[config.mk]
export PLATFORM = sky130hd
export DESIGN_NAME = sat_blend
export DESIGN_NICKNAME = d
export VERILOG_FILES = /design/src/rtl/sat_blend.sv
export SDC_FILE = /design/constraint.sdc
export NUM_CORES = 1
export LEC_CHECK = 0
export CAP_MARGIN = 20
export CORE_MARGIN = 3
export CORE_UTILIZATION = 40
export DETAILED_ROUTE_END_ITERATION = 8
export SYNTH_ARGS = -nofsm -noshare
export SYNTH_HDL_FRONTEND = slang
export SYNTH_SLANG_ARGS = --single-unit
[constraint.sdc]
create_clock -name clk -period 5.7 [get_ports clk]
set_clock_uncertainty 0.05 [all_clocks]
set_input_delay 1.14 -clock clk [delete_from_list [all_inputs] [get_ports clk]]
set_output_delay 1.14 -clock clk [all_outputs]
set_load 0.05 [all_outputs]
[src/rtl/sat_blend.sv]
// RGB565 blender after the saturation stage: alpha blend, split-screen or bypass of raw/dst.
// Configuration is captured on each VS rising edge; the datapath is a fixed 3-stage pipeline.
module sat_blend #(
   parameter int MAX_COL = 4095
) (
   input  logic        clk,
   input  logic        rst_n,
   input  logic [15:0] raw_data,
   input  logic [15:0] dst_data,
   input  logic        in_de,
   input  logic        in_vs,
   input  logic [1:0]  cfg_mode,
   input  logic [4:0]  cfg_alpha,
   input  logic [11:0] cfg_split_x,
   output logic [15:0] blend_data,
   output logic        blend_de,
   output logic        blend_vs,
   output logic [11:0] line_cnt
);

   localparam logic [11:0] COL_LIMIT  = 12'(MAX_COL);
   localparam logic [11:0] LINE_LIMIT = 12'd4095;
   localparam logic [4:0]  ALPHA_FULL = 5'd16;

   // Frame-level control: edge detectors, shadows, column and line counters
   logic        vs_prev_reg;
   logic        de_prev_reg;
   logic        vs_rise;
   logic        de_fall;
   logic [1:0]  mode_reg;
   logic [4:0]  alpha_reg;
   logic [11:0] split_x_reg;
   logic [11:0] col_reg;
   logic [11:0] col_next;
   logic [11:0] line_cnt_reg;
   logic [11:0] line_cnt_next;
   logic [4:0]  alpha_clamped;
   logic [4:0]  weight_next;

   assign vs_rise       = in_vs & ~vs_prev_reg;
   assign de_fall       = de_prev_reg & ~in_de;
   assign alpha_clamped = (cfg_alpha > ALPHA_FULL) ? ALPHA_FULL : cfg_alpha;

   always_comb begin
      col_next = 12'd0;
      if (in_de) begin
         col_next = (col_reg == COL_LIMIT) ? col_reg : col_reg + 12'd1;
      end
   end

   always_comb begin
      line_cnt_next = line_cnt_reg;
      if (vs_rise) begin
         line_cnt_next = 12'd0;
      end else if (de_fall && (line_cnt_reg != LINE_LIMIT)) begin
         line_cnt_next = line_cnt_reg + 12'd1;
      end
   end

   // Every mode reduces to a dst weight: split and bypass use 0 or 16, which are exact.
   always_comb begin
      weight_next = 5'd0;
      case (mode_reg)
         2'd0:    weight_next = alpha_reg;
         2'd1:    weight_next = (col_reg < split_x_reg) ? 5'd0 : ALPHA_FULL;
         2'd2:    weight_next = 5'd0;
         default: weight_next = ALPHA_FULL;
      endcase
   end

   always_ff @(posedge clk) begin
      if (!rst_n) begin
         vs_prev_reg  <= 1'b0;
         de_prev_reg  <= 1'b0;
         col_reg      <= 12'd0;
         line_cnt_reg <= 12'd0;
         mode_reg     <= 2'd0;
         alpha_reg    <= 5'd0;
         split_x_reg  <= 12'd0;
      end else begin
         vs_prev_reg  <= in_vs;
         de_prev_reg  <= in_de;
         col_reg      <= col_next;
         line_cnt_reg <= line_cnt_next;
         if (vs_rise) begin
            mode_reg    <= cfg_mode;
            alpha_reg   <= alpha_clamped;
            split_x_reg <= cfg_split_x;
         end
      end
   end

   assign line_cnt = line_cnt_reg;

   // Stage 1: expanded channels packed as {R8, G8, B8}, plus weight and syncs
   logic [23:0] s1_raw_reg;
   logic [23:0] s1_dst_reg;
   logic [4:0]  s1_weight_reg;
   logic        s1_de_reg;
   logic        s1_vs_reg;
   logic [4:0]  s1_inv_weight;

   always_ff @(posedge clk) begin
      if (!rst_n) begin
         s1_raw_reg    <= 24'd0;
         s1_dst_reg    <= 24'd0;
         s1_weight_reg <= 5'd0;
         s1_de_reg     <= 1'b0;
         s1_vs_reg     <= 1'b0;
      end else begin
         s1_raw_reg    <= {raw_data[15:11], 3'b000, raw_data[10:5], 2'b00, raw_data[4:0], 3'b000};
         s1_dst_reg    <= {dst_data[15:11], 3'b000, dst_data[10:5], 2'b00, dst_data[4:0], 3'b000};
         s1_weight_reg <= weight_next;
         s1_de_reg     <= in_de;
         s1_vs_reg     <= in_vs;
      end
   end

   assign s1_inv_weight = ALPHA_FULL - s1_weight_reg;

   // Stage 2 per channel: weighted sum fits 12 bits (max 255*16); stage 3 keeps bits [11:4]
   logic [7:0] chan_out [3];

   genvar gi;
   generate
      for (gi = 0; gi < 3; gi++) begin : g_chan
         logic [11:0] prod_raw;
         logic [11:0] prod_dst;
         logic [11:0] sum_reg;
         logic [3:0]  unused_frac;

         assign prod_raw = {4'd0, s1_raw_reg[8*gi +: 8]} * {7'd0, s1_inv_weight};
         assign prod_dst = {4'd0, s1_dst_reg[8*gi +: 8]} * {7'd0, s1_weight_reg};

         always_ff @(posedge clk) begin
            if (!rst_n) begin
               sum_reg <= 12'd0;
            end else begin
               sum_reg <= prod_raw + prod_dst;
            end
         end

         assign chan_out[gi] = sum_reg[11:4];
         assign unused_frac  = sum_reg[3:0];
      end
   endgenerate

   logic s2_de_reg;
   logic s2_vs_reg;

   always_ff @(posedge clk) begin
      if (!rst_n) begin
         s2_de_reg <= 1'b0;
         s2_vs_reg <= 1'b0;
      end else begin
         s2_de_reg <= s1_de_reg;
         s2_vs_reg <= s1_vs_reg;
      end
   end

   // Stage 3: pack back to RGB565 and blank outside active video
   logic [15:0] data_reg;
   logic        de_reg;
   logic        vs_reg;
   logic [15:0] packed_next;
   logic [7:0]  unused_pack;

   assign packed_next = {chan_out[2][7:3], chan_out[1][7:2], chan_out[0][7:3]};
   assign unused_pack = {chan_out[2][2:0], chan_out[1][1:0], chan_out[0][2:0]};

   always_ff @(posedge clk) begin
      if (!rst_n) begin
         data_reg <= 16'd0;
         de_reg   <= 1'b0;
         vs_reg   <= 1'b0;
      end else begin
         data_reg <= s2_de_reg ? packed_next : 16'd0;
         de_reg   <= s2_de_reg;
         vs_reg   <= s2_vs_reg;
      end
   end

   assign blend_data = data_reg;
   assign blend_de   = de_reg;
   assign blend_vs   = vs_reg;

endmodule

### After elaboration in Yosys (flattened, before gate mapping)

Cells that the tools add are included.

* register bits: 154
* bits of input ports: 55
* word-level logic and storage cells: 51

* add/subtract/negate cells: 6
* $mul: 6
* order comparisons: 2
* equality and inequality tests: 4
* multiplexer cells: 3
* bitwise gates (word level): 5
* reduce and logical (&&, ||, !) cells: 5

Operator list (number)
* multiplier 8 x 5 -> 12 bit: 6
* adder 12 bit: 3
* adder 12 x 1 -> 12 bit (second input constant): 2
* case mux 5 bit (3 select lines): 1
* equality test 12 bit (second input constant): 1
* less-than comparator 12 bit: 1
* inequality test 12 bit (second input constant): 1
* 2-to-1 mux 5 bit: 2
* greater-than comparator 5 bit (second input constant): 1
* subtractor 5 bit (first input constant): 1
* AND reduction 2 bit: 2
* NOT 1 bit: 3
* bitwise AND 1 bit: 2
* equality test 2 x 1 -> 1 bit (second input constant): 1
* equality test 2 bit (second input constant): 1
* logical NOT 2 bit: 1
* OR reduction 2 bit: 1
* logical AND 1 bit: 1

### Logic depth before layout (Yosys ltp)

Gate-level depths: netlist of run 1.

* depth in word-level cells: 3
* depth in mapped cells: 24

### Worst setup path after synthesis of run 1

OpenSTA, ideal clock, no wires.

* kind: reg2reg
* from: register s1_weight_reg[0]
* to: register g_chan[1].sum_reg[11]
* setup time: 0.115 ns
* arrival time: 5.685 ns
* slack: -0.150 ns
* cell stages (with the launch flop): 23
* path buffers: 3
* clock period less this slack: 5.850 ns
* cell sequence: dfxtp_1 clkbuf_1 clkbuf_1 inv_1 ha_1 xnor2_1 clkbuf_1 nand2_1 fa_1 inv_1 fa_1 fa_1 fa_1 inv_1 fa_1 inv_1 ha_1 or3_1 o211ai_2 nor2_2 a311oi_2 xnor2_1 and2_1

* longest elaborated chain between the ends: 3
* elaborated cells between the ends (all ways): 4
* classes of those cells: add/sub: 2; mul: 2

Ends and longest elaborated chain
* from (decl): RTL line 98 `logic [4:0] s1_weight_reg;`
* from (signal assigned): RTL line 113 `s1_weight_reg <= weight_next;`
* subtractor 5 bit: RTL line 119 `assign s1_inv_weight = ALPHA_FULL - s1_weight_reg;`
* multiplier 8 x 5 -> 12 bit: RTL line 132 `assign prod_raw = {4'd0, s1_raw_reg[8*gi +: 8]} * {7'd0, s1_inv_weight};`
* adder 12 bit *: RTL line 139 `sum_reg <= prod_raw + prod_dst;`
* to (signal assigned): RTL line 139
* to (decl): RTL line 129 `logic [11:0] sum_reg;`

Mark *: on every way between the ends. The rest lies on a longest branch, timed or not.
A chain may end at the register's enable or synchronous reset.

### Worst setup path in the final report of run 1

Same ends and word-level chain as after synthesis.

==> flow_summary.yaml, run 1 <==
yosys:
  synth-main-ff-cell: "dfxtp_1"
  ys_seq_area_share_pct: 26.6
  synth_edf_count: 0
  synth_fp_nets: 1163
  async_reset_ff_share_pct: 0
  syn_area_sq_um: 8880
  ys_warn_count: 0
  syn_area_per_cell_sq_um: 9.59
  netlist_instances: 926
  yosysUniqueCellTypes: 51
  ys_seq_elements: 118
cells_and_area:
  fillers: 1994
  fin_area_sq_um: 10700
  nets: 1255
  n_antenna_cell: 0
  mostFrequentLayoutCell: "and2_1"
  layout_common_cells: "and2_1 (157), dfxtp_1 (117), inv_1 (116)"
  layout-drive-gt1-share_pct: 7.57
  area_growth_pct: 19.9
setup_path:
  crit_type: "reg -> reg"
  cp.arrival_ns: 5.67
  crit_fanout: 7
  worstPathRequired_ns: 5.96
  crit_path_start_kind: "flop"
  cpPeakStageDelay_ns: 0.55
  cp_common_cell: "fa_1"
  cp_slowest_cell: "fa_1"
  cp-end-kind: "flop"
  worstPathCellList: "inv_1 -> ha_1 -> nor3b_4 -> xor2_4 -> nand2_2 -> fa_1 -> fa_1 -> inv_1 -> fa_1 -> fa_1 -> inv_1 -> fa_1 -> inv_1 -> ha_1 -> or3_1 -> o211ai_2 -> nor2_2 -> a311oi_2 -> xnor2_1 -> and2_1"
global_routing:
  grt_start_max_net_pins: 50
  overflow: 0
  gr-max-usage-layer: "met2"
  grt_use_met2_pct: 27.6
  grt_pass1_wl_um: 31500
  first_global_vias: 6304
  grt_usage_pct: 16.4
  grt_antenna_before_repair: 0
  grtUsageMet3_pct: 2.75
  use_met1_pct: 21.6
pwr:
  max-vdd-ir-drop_uv: 175
  finalPower_w: 0.00221
  leakage_nw: 4.97
  power.density_nw_per_um2: 207
floorplanning:
  coreArea_sq_um: 21400
  rows: 53
  initial_core_util_pct: 41.5
  design.portCount: 85
  design.die.area_sq_um: 24000
  die_x_um: 155
  die_y_um: 155
clocking:
  clk_pin_slew_worst_paths_ns: 0.06
  cts_made_buffers: 17
  clockRootBuffer: "clkbuf_16"
  clkLatencyLatePin_ns: 0.42
  cts_tree: "done"
  htreeDepth: 4
  cts_buffer_depth: 2
  cts.sinks: 118
detailed_routing:
  vias: 6125
  first_pass_iters: 4
  drt_iter0_drc: 249
  via_per_inst: 4.69
  drc_errors: 0
  routed_wl_um: 18500
  drt.antenna.violating_nets: 0
  routedWlPerCell_um: 14.1
sta:
  grt_setup_unrepaired: "true"
  period_share_pct: 94.9
  relSlewSlack_pct: 45.2
  hold_viol_final: 0
  period_minus_slack_ns: 5.41
  drv_slew: 0
  finalSetupViolCount: 0
  max_slew.worst_pin.slew_ns: 0.822
  fmax_ghz: 0.185
flow_run:
  max_cap_violations: 0
min_path:
  hold_path.class: "reg -> reg"
placement:
  placed_area_sq_um: 10000
  portBuffers: 84
  dpl.hpwl_um: 14700
  gp_congestion: 0.803
status:
  status: "finished clean"
[area by class of cell]
cell class	instances	area, sq um	share of cell area (%)
clock buffer	19	443	4.16
clock inverter	13	106	0.998
inverter	116	435	4.09
multi-input combinational	660	5970	56.0
sequential	118	2360	22.2
tap	275	344	3.23
timing repair buffer	105	993	9.32
[where the power goes]
group | internal [W] | switching, W
Sequential | 0.000861 | 0.0000323
Combinational | 0.000154 | 0.000158
Clock | 0.000607 | 0.000394
Total | 0.00162 | 0.000584
[timing repair]
| item | CTS | global route |
|---|---|---|
| setup endpoints to repair | 0 | 4 |
| setup buffers | 0 | 4 |
| hold buffers | 0 | 0 |
| gates resized for setup | 0 | 5 |
[per-stage QoR]
stage,hold WS [ns],instances,setup WS [ns],util [%],TNS [ns]
3_5_place_dp,0.390,1270,0.170,46.9,0
4_1_cts,0.403,1302,0.149,49.5,0
2_1_floorplan,0.362,926,0.0601,-,0
5_1_grt,0.410,1306,-0.0239,49.7,-0.0239
6_report,0.398,1306,0.289,49.7,0
3_3_place_gp,0.370,1270,0.304,46.9,0
[kinds of logic after synthesis]
kind of cell	synth area share, %
simple gates	21.4
compound gates	6.46
xor+xnor	5.80
fa+ha+maj	33.2
buf+inv	6.51
mux	0.113
flops	26.6
[metal layers]
metal  vias up  wire (um)  part of all wire (%)
li1       3097          -                     -
met2        80       9130                    49
met3        21        534                   2.9
met5         -          0                     0
met1      2927       8470                    46
met4         0        322                   1.7
[cell usage after synthesis, types with 4 or more instances]
master	n	area (sq um)
xor2_1	21	184
a211oi_1	4	30.0
a21boi_0	19	143
ha_1	93	1160
and3_1	19	119
o21ai_0	8	40.0
xnor2_1	36	315
nor2b_1	5	31.3
nand3b_1	4	30.0
nor2_1	25	93.8
nand4_1	11	68.8
a21oi_1	17	85.1
dfxtp_1	118	2360
clkbuf_1	26	97.6
inv_1	116	435
and2_1	157	982
nor3_1	5	25.0
fa_1	89	1780
nand3_1	5	25.0
nand2_1	98	368
a21o_1	5	37.5
[final timing paths]
kind | from | to | slack (ns) | cells past startpoint
worst min-delay path | s2_vs_reg | blend_vs | 0.40 | 1
worst max-delay path | s1_weight_reg[0] | g_chan[1].sum_reg[11] | 0.29 | 20
worst max register to register | s1_weight_reg[0] | g_chan[1].sum_reg[11] | 0.29 | 20
worst min register to register | s2_vs_reg | blend_vs | 0.40 | 1
[worst max-delay path: cells and delay by family (launching register included)]
family / cells / cell delay [ns]
xor+xnor: 2 / 0.38
compound gates: 2 / 0.37
buf+inv: 4 / 0.22
flops: 1 / 0.34
fa+ha+maj: 7 / 3.00
simple gates: 5 / 0.96
Power figures use the tool's default switching activity.
==> inputs of run 2 (changes only) <==
- CAP_MARGIN: 20 -> 0
==> results of run 2 <==
The final DEF is identical to that of run 1; final timing and power are the same.
==> inputs of run 3 (changes only) <==
- CORE_MARGIN: 3 -> unset
==> run 3 against run 2 <==
- power rose by 7.3%
- critical path depth did not move
- largest cell class unchanged
- maximum frequency fell by 1.0%
- largest power group unchanged
- count of clock-buffer cells in the layout rose by 1
- wire length fell by 0.21%
- core utilization fell by 0.71 points
- critical endpoint unchanged
- sequential share of layout area fell by 0.11 points
- die area fell by 5.1%
==> flow_summary.yaml, run 3 (synthesized netlist as in run 1, its figures left out) <==
cells_and_area:
  nets: 1251
  layout_common_cells: "and2_1 (157), dfxtp_1 (118), inv_1 (116)"
  regArea_sq_um: 2360
  multiInputGateArea_sq_um: 5950
  mostFrequentLayoutCell: "and2_1"
  fillers: 2053
  layout-drive-gt1-share_pct: 7.02
  area_growth_pct: 20.5
  n_antenna_cell: 0
  fin_area_sq_um: 10700
clocking:
  htreeDepth: 4
  cts_tree: "done"
  cts.sinks: 118
  clkLatencyLatePin_ns: 0.42
  clk_pin_slew_worst_paths_ns: 0.06
  cts_buffer_depth: 2
  holdBufCountCts: 0
  clockRootBuffer: "clkbuf_16"
  cts_made_buffers: 17
placement:
  dpl.hpwl_um: 14600
  placed_area_sq_um: 10100
  portBuffers: 84
  place_ws_ns: 0.139
  gp_congestion: 0.793
setup_path:
  cp.arrival_ns: 5.72
  cp_common_cell: "fa_1"
  cp-end-kind: "flop"
  worstPathCellList: "inv_1 -> ha_1 -> nor3b_4 -> xor2_2 -> nand2_1 -> fa_1 -> fa_1 -> inv_1 -> fa_1 -> fa_1 -> inv_1 -> fa_1 -> inv_1 -> ha_1 -> or3_1 -> o211ai_2 -> nor2_2 -> a311oi_2 -> xnor2_1 -> and2_1"
  cp_slowest_cell: "fa_1"
  crit_fanout: 5
  worst-path-stages: 20
  worstRegToRegCells: 20
  path_delay_family: "adder cells"
  cpPeakStageDelay_ns: 0.54
  worstPathRequired_ns: 5.96
  crit_type: "reg -> reg"
  path_buf_inv: 4
  crit_path_start_kind: "flop"
global_routing:
  grt_antenna_before_repair: 0
  grt_start_max_net_pins: 59
  overflow: 0
  first_global_vias: 6377
  grt_usage_pct: 18.0
  grt_pass1_wl_um: 31500
floorplanning:
  die_x_um: 151
  initial_core_util_pct: 40.7
  design.die.area_sq_um: 22800
  die_y_um: 151
  design.portCount: 85
  rows: 54
  coreArea_sq_um: 21800
sta:
  holdWs_ns: 0.386
  period_share_pct: 95.9
  drv_slew: 0
  worst_slack_ns: 0.234
  finalSetupViolCount: 0
  hold_viol_final: 0
  relSlewSlack_pct: 44.4
  fmax_ghz: 0.183
  max_slew.worst_pin.slew_ns: 0.834
  period_minus_slack_ns: 5.47
detailed_routing:
  drc_errors: 0
  drt.antenna.violating_nets: 0
  via_per_inst: 4.68
  routedWlPerCell_um: 14.1
  drt_iter0_drc: 188
  routed_wl_um: 18400
  vias: 6112
  first_pass_iters: 4
flow_run:
  max_cap_violations: 0
min_path:
  hold_path.class: "reg -> reg"
  whs_path_depth: 1
pwr:
  leakage_nw: 4.99
  max-vdd-ir-drop_uv: 143
  power.density_nw_per_um2: 221
status:
  status: "finished clean"
## run 3: changes by cell type in the layout (fill, tap and decap cells not counted), sizes merged
cell	change
clkbuf	+1
clkinvlp	+2
inv	-1
clkinv	-6
buf	-4
bufinv	+3
## run 3: power breakdown
part           total [W]  leakage [nW]  internal (W)  switching, W
sequential      0.000893         0.967      0.000861     0.0000315
clock            0.00117         0.301      0.000765      0.000405
combinational   0.000306          3.72      0.000149      0.000157
## run 3: cell type report
type / count / area share [%]
timing repair buffer: 101 / 9.00
multi-input combinational: 660 / 55.6
clock buffer: 20 / 4.36
clock inverter: 11 / 1.61
tap: 280 / 3.27
inverter: 116 / 4.07
sequential: 118 / 22.1
## run 3: worst paths after layout
check                                      start                     to  slack (ns)
worst max register to register  s1_weight_reg[1]  g_chan[1].sum_reg[11]        0.23
worst max-delay path            s1_weight_reg[1]  g_chan[1].sum_reg[11]        0.23
worst min register to register         s2_vs_reg               blend_vs        0.39
worst min-delay path                   s2_vs_reg               blend_vs        0.39
## run 3: metrics by stage
step,cells,power (W),TNS (ns),utilization (%)
global route,1306,0.00249,-0.00601,49.0
global placement,1275,0.00122,0,46.1
detailed placement,1275,0.00122,0,46.1
finish,1306,0.00237,0,49.0
CTS,1306,0.00241,0,49.0
floorplan,926,0.00111,0,-
## run 3: metal layers
metal	vias up	part of all wire, %	GRT usage, %	wire length [um]
li1	3094	-	-	-
met4	0	1.3	5.05	242
met2	64	49	30.6	9080
met1	2940	48	23.2	8770
met3	14	1.8	3.22	330
met5	-	0	0	0
## run 3: timing repair
item / in CTS / in global routing
resized for setup: 0 / 1
buffers inserted: 0 / 0
setup endpoints to repair: 0 / 5
## run 3: worst register-to-register path, delay by kind of cell, from the launching register on
family / cells / cell delay [ns]
adder cells (fa/ha/maj): 7 / 3.07
AND/OR/NAND/NOR: 5 / 0.89
AO/OA/AOI/OAI: 2 / 0.39
flip-flops: 1 / 0.38
XOR/XNOR: 2 / 0.35
buffers and inverters: 4 / 0.21
